===== src/rtl/mem_access_stage_pkg.sv =====
// Shared types and constants for the MEM stage: FSM states, WB control bit
// positions and the MEM/WB bubble values.
package mem_access_stage_pkg;

   typedef enum logic [1:0] {
      IDLE = 2'd0,
      BUSY = 2'd1,
      DONE = 2'd2
   } state_t;

   localparam int unsigned WB_REGWRITE = 0;
   localparam int unsigned WB_MEMTOREG = 1;

   localparam logic [1:0]  BUBBLE_WB   = '0;
   localparam logic [4:0]  BUBBLE_RD   = '0;
   localparam logic [31:0] BUBBLE_DATA = '0;

endpackage


===== src/rtl/mem_access_stage_mem_wb_reg.sv =====
// MEM/WB pipeline register: every edge it captures either the presented
// instruction fields or a bubble.
module mem_wb_reg
   import mem_access_stage_pkg::*;
(
   input  logic        clk,
   input  logic        rst_n,
   input  logic        bubble,
   input  logic [1:0]  next_wb,
   input  logic [4:0]  next_rd,
   input  logic [31:0] next_alu,
   input  logic [31:0] next_mem,
   output logic [1:0]  wb,
   output logic [4:0]  rd,
   output logic [31:0] alu_data,
   output logic [31:0] mem_data
);

   always_ff @(posedge clk or negedge rst_n) begin
      if (!rst_n) begin
         wb       <= '0;
         rd       <= '0;
         alu_data <= '0;
         mem_data <= '0;
      end else if (bubble) begin
         wb       <= BUBBLE_WB;
         rd       <= BUBBLE_RD;
         alu_data <= BUBBLE_DATA;
         mem_data <= BUBBLE_DATA;
      end else begin
         wb       <= next_wb;
         rd       <= next_rd;
         alu_data <= next_alu;
         mem_data <= next_mem;
      end
   end

endmodule


===== src/rtl/mem_access_stage.sv =====
// MEM stage: req/ack handshake to a variable-latency data memory, upstream
// stall generation, timeout/error tracking and the MEM/WB register.
module mem_access_stage
   import mem_access_stage_pkg::*;
#(
   parameter int unsigned TIMEOUT_CYC = 255
) (
   input  logic        clk_i,
   input  logic        rst_n_i,
   input  logic [1:0]  wb_i,
   input  logic        mem_read_i,
   input  logic        mem_write_i,
   input  logic [4:0]  rd_addr_i,
   input  logic [31:0] alu_data_i,
   input  logic [31:0] wdata_i,
   output logic        stall_o,
   output logic        dmem_req_o,
   output logic        dmem_we_o,
   output logic [31:0] dmem_addr_o,
   output logic [31:0] dmem_wdata_o,
   input  logic [31:0] dmem_rdata_i,
   input  logic        dmem_ack_i,
   output logic [1:0]  wb_o,
   output logic        fw_o,
   output logic [4:0]  rd_addr_o,
   output logic [31:0] alu_data_o,
   output logic [31:0] mem_data_o,
   output logic        err_o
);

   localparam int unsigned CW = $clog2(TIMEOUT_CYC + 1);
   localparam logic [CW-1:0] CNT_LAST = CW'(TIMEOUT_CYC - 1);

   state_t        state, next_state;
   logic [CW-1:0] cnt;
   logic          access, aligned, timeout;
   logic          issue, finish, set_err, bubble;
   logic [1:0]    next_wb;
   logic [31:0]   next_mem;

   assign access  = mem_read_i | mem_write_i;
   assign aligned = (alu_data_i[1:0] == 2'b00);
   assign timeout = (cnt == CNT_LAST);

   always_ff @(posedge clk_i or negedge rst_n_i) begin
      if (!rst_n_i) state <= IDLE;
      else          state <= next_state;
   end

   always_comb begin
      next_state = state;
      case (state)
         IDLE:    if (access && aligned) next_state = BUSY;
         BUSY:    if (dmem_ack_i || timeout) next_state = DONE;
         DONE:    next_state = IDLE;
         default: next_state = IDLE;
      endcase
   end

   // Ack is tested before timeout so a same-cycle ack completes normally.
   always_comb begin
      stall_o  = 1'b0;
      issue    = 1'b0;
      finish   = 1'b0;
      set_err  = 1'b0;
      bubble   = 1'b1;
      next_wb  = wb_i;
      next_mem = BUBBLE_DATA;
      case (state)
         IDLE: begin
            if (!access) begin
               bubble = 1'b0;
            end else if (aligned) begin
               stall_o = 1'b1;
               issue   = 1'b1;
               set_err = mem_read_i & mem_write_i;
            end else begin
               bubble               = 1'b0;
               next_wb[WB_REGWRITE] = 1'b0;
               next_wb[WB_MEMTOREG] = 1'b0;
               set_err              = 1'b1;
            end
         end
         BUSY: begin
            stall_o = 1'b1;
            if (dmem_ack_i) begin
               finish   = 1'b1;
               bubble   = 1'b0;
               next_mem = dmem_we_o ? BUBBLE_DATA : dmem_rdata_i;
            end else if (timeout) begin
               finish               = 1'b1;
               bubble               = 1'b0;
               next_wb[WB_REGWRITE] = 1'b0;
               next_wb[WB_MEMTOREG] = 1'b0;
               set_err              = 1'b1;
            end
         end
         default: ;
      endcase
      if (!rst_n_i) stall_o = 1'b0;
   end

   always_ff @(posedge clk_i or negedge rst_n_i) begin
      if (!rst_n_i) begin
         dmem_req_o   <= 1'b0;
         dmem_we_o    <= 1'b0;
         dmem_addr_o  <= '0;
         dmem_wdata_o <= '0;
         err_o        <= 1'b0;
         cnt          <= '0;
      end else begin
         if (issue) begin
            dmem_req_o   <= 1'b1;
            dmem_we_o    <= mem_write_i;
            dmem_addr_o  <= {alu_data_i[31:2], 2'b00};
            dmem_wdata_o <= wdata_i;
         end else if (finish) begin
            dmem_req_o <= 1'b0;
         end
         if (set_err) err_o <= 1'b1;
         cnt <= (state == BUSY) ? cnt + CW'(1) : '0;
      end
   end

   mem_wb_reg u_mem_wb (
      .clk      (clk_i),
      .rst_n    (rst_n_i),
      .bubble   (bubble),
      .next_wb  (next_wb),
      .next_rd  (rd_addr_i),
      .next_alu (alu_data_i),
      .next_mem (next_mem),
      .wb       (wb_o),
      .rd       (rd_addr_o),
      .alu_data (alu_data_o),
      .mem_data (mem_data_o)
   );

   assign fw_o = wb_o[WB_REGWRITE];

endmodule

===== config.mk =====
export PLATFORM = sky130hd
export DESIGN_NAME = mem_access_stage
export DESIGN_NICKNAME = d
export VERILOG_FILES = /design/src/rtl/mem_access_stage_pkg.sv /design/src/rtl/mem_access_stage_mem_wb_reg.sv /design/src/rtl/mem_access_stage.sv
export SDC_FILE = /design/constraint.sdc
export NUM_CORES = 1
export LEC_CHECK = 0
export BUFFER_PORTS_ARGS = -buffer_cell sky130_fd_sc_hd__buf_2
export CORE_MARGIN = 5
export CORE_UTILIZATION = 45
export CTS_CLUSTER_DIAMETER = 60
export DETAILED_ROUTE_END_ITERATION = 16
export PLACE_DENSITY = 0.77
export SYNTH_ARGS = -nofsm -noshare
export SYNTH_HDL_FRONTEND = slang
export SYNTH_SLANG_ARGS = --single-unit
export TNS_END_PERCENT = 10

===== constraint.sdc =====
create_clock -name clk_i -period 3.4 [get_ports clk_i]
set_input_delay 0.34 -clock clk_i [delete_from_list [all_inputs] [get_ports clk_i]]
set_output_delay 0.34 -clock clk_i [all_outputs]
set_load 0.01 [all_outputs]

Yosys cells after proc, flatten, opt, wreduce, memory -nomap -nowiden. Index checks and enable logic that the tools add are counted.

Flip-flop bits (word level): 146. Bits of input ports: 108. Output and inout port bits: 140. Word-level logic and storage cells: 57.

Add/sub/neg operators: 1. Equal/unequal tests: 4. Mux-type cells: 33. Bitwise operators: 2. Reductions and logical operators: 6.

Operators with widths (number): 2-to-1 mux 32 bit (5); 2-to-1 mux 1 bit (14); 2-to-1 mux 2 bit (7); adder 8 x 1 -> 8 bit (second input constant) (1); equality test 8 bit (second input constant) (1); 2-to-1 mux 8 bit (1); one-hot mux 2 bit (2 select lines) (2); one-hot mux 1 bit (2 select lines) (3); 2-to-1 mux 5 bit (1); logical NOT 2 bit (2); != test 2 bit (second input constant) (2); equality test 2 x 1 -> 1 bit (second input constant) (1); AND reduction 2 bit (1); nonzero test 2 bit (1); bitwise AND 1 bit (1); logical AND 1 bit (1); logical OR 1 bit (1); OR 1 bit (1).

Logic depth before layout (Yosys ltp).
Depth after elaboration: 6. Gate-level depth with buffers: 6. Gate-level depth less buffers: 5.

Cells and area by module. From an unflattened synthesis, not the netlist that was laid out.

Cells, all modules: 385. Area, all modules: 5529.1 um^2.

By module, submodules not included: mem_access_stage (times used 1, cells an instance 236, area each 3273.1 um^2, seq. area each 1876.8 um^2); mem_wb_reg (times used 1, cells an instance 149, area each 2255.9 um^2, seq. area each 1776.7 um^2).

Worst setup path before layout. No wires, ideal clock.

Path type: input-to-reg. Start: input mem_write_i. End: register dmem_wdata_o[23]. Setup time: 125 ps. Arrival time: 1284 ps. Required time: 3275 ps. Setup slack: 1991 ps. Stages on the path: 5. Buffers on the path: 2. Cells stage by stage: or2_4 > nand3_2 > buf_6 > buf_8 > mux2_4.

Word-level cells in the longest chain between the ends: 3.

RTL lines: from (decl) (line mem_access_stage.sv:12) `input logic mem_write_i,`; OR 1 bit (line mem_access_stage.sv:41) `assign access = mem_read_i | mem_write_i;`; 2-to-1 mux 1 bit (line mem_access_stage.sv:71) `if (!access) begin`; 2-to-1 mux 1 bit (line mem_access_stage.sv:69) `case (state)`; to (signal assigned) (line mem_access_stage.sv:116) `dmem_wdata_o <= wdata_i;`; to (decl) (line mem_access_stage.sv:20) `output logic [31:0] dmem_wdata_o,`.

No other way between the ends. A chain may end at the register's enable or synchronous reset.

Worst setup path in the final report.
Start: register state[0]. End: register dmem_addr_o[30].

Word-level cells in the longest chain between the ends: 2.

RTL lines: from (decl) (line mem_access_stage.sv:34) `state_t state, next_state;`; from (signal assigned) (line mem_access_stage.sv:47) `else state <= next_state;`; logical NOT 2 bit (line mem_access_stage.sv:69); 2-to-1 mux 1 bit (line mem_access_stage.sv:69); to (signal assigned) (line mem_access_stage.sv:115) `dmem_addr_o <= {alu_data_i[31:2], 2'b00};`; to (decl) (line mem_access_stage.sv:19) `output logic [31:0] dmem_addr_o,`.

No other way between the ends.

==> metrics.yaml <==
floorplan:
  placementRows: 40
  die-area_mm2: 0.0146
  io_pins: 248
  core_area_mm2: 0.0121
  start_util_pct: 46.0
  die_width_um: 121
  die_y_um: 121
finish:
  layout-drive-gt1-share_pct: 56.4
  final_nets: 717
  area_growth_pct: 34.9
  antenna_cells: 0
placed_design:
  globalplace.congestion: 0.783
  io_buffer_count: 245
  dp_slack_ps: 1080
  dp_hpwl_um: 9610
drt:
  vias_per_cell: 4.74
  drt-initial-drc-count: 194
  drt-total-wl_um: 13100
  vias: 3727
  ant_nets: 0
  drt_pass1_iterations: 4
  drcViolationCount: 0
  wire_per_inst_um: 16.7
critical_path:
  required_ps: 3690
  cp.arrival_ps: 2530
  path_max_fanout: 45
  timing.rr.end: "dmem_addr_o[30]"
  reg2reg_slack_ps: 1160
  worstSetupStartpointType: "register"
  timing.rr.start: "state[0]"
  ff2ff_path_depth: 4
  endpoint_kind: "register"
  crit_type: "reg2reg"
timing:
  relSlewSlack_pct: 42.7
  tightest_slew_ps: 860
  worst_slack_ps: 1160
  rsz0062_at_grt: "no"
  setup_violations: 0
  fin_worst_skew_ps: 4.79
  fin_crit_ps: 2240
  tns_ps: 0
  slew_violations: 0
  fmax_ghz: 0.446
  finalHoldViolations: 0
  fin_crit_sh_pct: 65.9
clock_network:
  holdBufCountCts: 1
  cts_tree: "yes"
  cts_buffers: 17
  cts_root_buf: "clkbuf_16"
  cts_max_level: 4
  clockBufferDepth: 2
  clkLatencyLatePin_ps: 410
  post_cts_buffers: 0
  numClockSinks: 146
  ctsResizeCount: 0
  clkTransAtPathRegs_ps: 60
synth:
  synth_top_area_share_pct: 65.9
  synth_edf_count: 0
  synth_area_mm2: 0.00555
  yosysMostFrequentCell: "dfrtp_1"
  synth_cells: 355
  synth-warning-count: 0
  yosys-top-cells-count: "dfrtp_1, mux2_4, and2_1"
  yosysSeqAreaShare_pct: 65.9
  ys.flop_type: "dfrtp_1"
  synth.avg_cell_area_um2: 15.6
  ys_async_sr_fraction_pct: 100
  ys_seq_elements: 146
  synthTopCellsByArea: "dfrtp_1, mux2_4, and2_1"
  synth_cell_types: 40
  yosys.area.top_type: "dfrtp_1"
power:
  ir_worst_vdd_v: 0.000353
  p_leak_nw: 4.10
  p_per_area_mw_per_mm2: 688
grt:
  grt_pass1_vias: 3995
  grt_usage_pct: 18.4
  gr-total-overflow: 0
  grt_max_degree: 73
  antenna_found_initial: 0
  grt_pass1_wl_um: 20800
flow_run:
  maxCapViolCount: 0
hold_path:
  min_path_type: "in2reg"
  whs_endpoint: "u_mem_wb.mem_data[20]"
  hold_path_startpoint: "dmem_rdata_i[20]"
  hold_depth: 2
outcome:
  status: "completed"
## layout make-up
cell class / instances / area (um^2)
timing repair buffer: 252 / 1290
tap: 168 / 210
fill: 919 / 4580
inverter: 2 / 7.51
sequential: 146 / 3650
clock inverter: 9 / 154
clock buffer: 22 / 474
multi-input combinational: 188 / 1700
## critical path, stage by stage, from the launching register on
cell and delay, ps:
dfrtp_1 460, nor2_2 200, nand3_4 610, buf_4 490, mux2_4 320
## registers in the layout, summed over array words and instances, names as in the netlist
signal	cells
dmem_addr_o	30
u_mem_wb.mem_data	32
cnt	8
err_o	1
dmem_wdata_o	32
u_mem_wb.alu_data	32
dmem_we_o	1
state	2
dmem_req_o	1
u_mem_wb.rd	5
u_mem_wb.wb	2
## cell families (layout without fill, tap and decap cells)
kind of cell / after synthesis / in the layout / synth area share, %
compound gates: 14 / 14 / 1.76
other cells: 1 / 2 / 0.0676
mux: 63 / 63 / 16.0
fa+ha+maj: 2 / 2 / 0.451
simple gates: 104 / 104 / 11.6
buf+inv: 22 / 285 / 3.74
xor+xnor: 3 / 3 / 0.474
flops: 146 / 146 / 65.9
## cell usage in the layout (no fill, tap or decap), types with 3 or more instances in the layout
cell type and count:
nand3_1 5, dfrtp_1 146, mux2_4 48, o21ai_0 3, nor2_1 7, a21oi_1 5, buf_4 6, or3_1 4
nand2_1 3, bufinv_16 4, clkbuf_16 17, nand2b_1 3, buf_2 244, and2_1 36, clkbuf_8 3, mux2_2 15
and3_1 35
## power by group
group	internal [W]	switching [W]	leakage [nW]	total, W
logic	0.000550	0.000468	1.97	0.00102
clock network	0.00128	0.000674	0.302	0.00195
registers	0.00203	0.000151	1.83	0.00218
## metal layers
| metal | share of wire, % | vias up | GRT usage, % |
|---|---|---|---|
| met4 | 2.8 | 0 | 8.64 |
| met1 | 38 | 1820 | 21.5 |
| li1 | - | 1704 | - |
| met5 | 0 | - | 0 |
| met3 | 9.4 | 29 | 6.67 |
| met2 | 49 | 174 | 30.3 |
## worst max path at each step
| stage | startpoint | end | depth (start not counted) |
|---|---|---|---|
| 2_1_floorplan | mem_write_i | dmem_wdata_o[23] | 5 |
| 3_3_place_gp | alu_data_i[0] | dmem_addr_o[28] | 5 |
| 3_5_place_dp | alu_data_i[0] | dmem_addr_o[30] | 5 |
| 4_1_cts | state[1] | dmem_addr_o[30] | 4 |
| 5_1_grt | rst_n_i | stall_o | 4 |
| 6_report | state[0] | dmem_addr_o[30] | 4 |
## stage by stage
step                util (%)  hold slack [ps]  std cells  instance area (um^2)  power, W
floorplan                  -             44.4        356                  5550   0.00276
global placement        56.8              379        755                  6850   0.00320
detailed placement      56.8              393        755                  6850   0.00323
CTS                     62.0              115        787                  7480   0.00521
global route            62.0              117        787                  7480   0.00539
finish                  62.0              134        787                  7480   0.00515
Note: power is estimated with default switching activity, not from simulation.
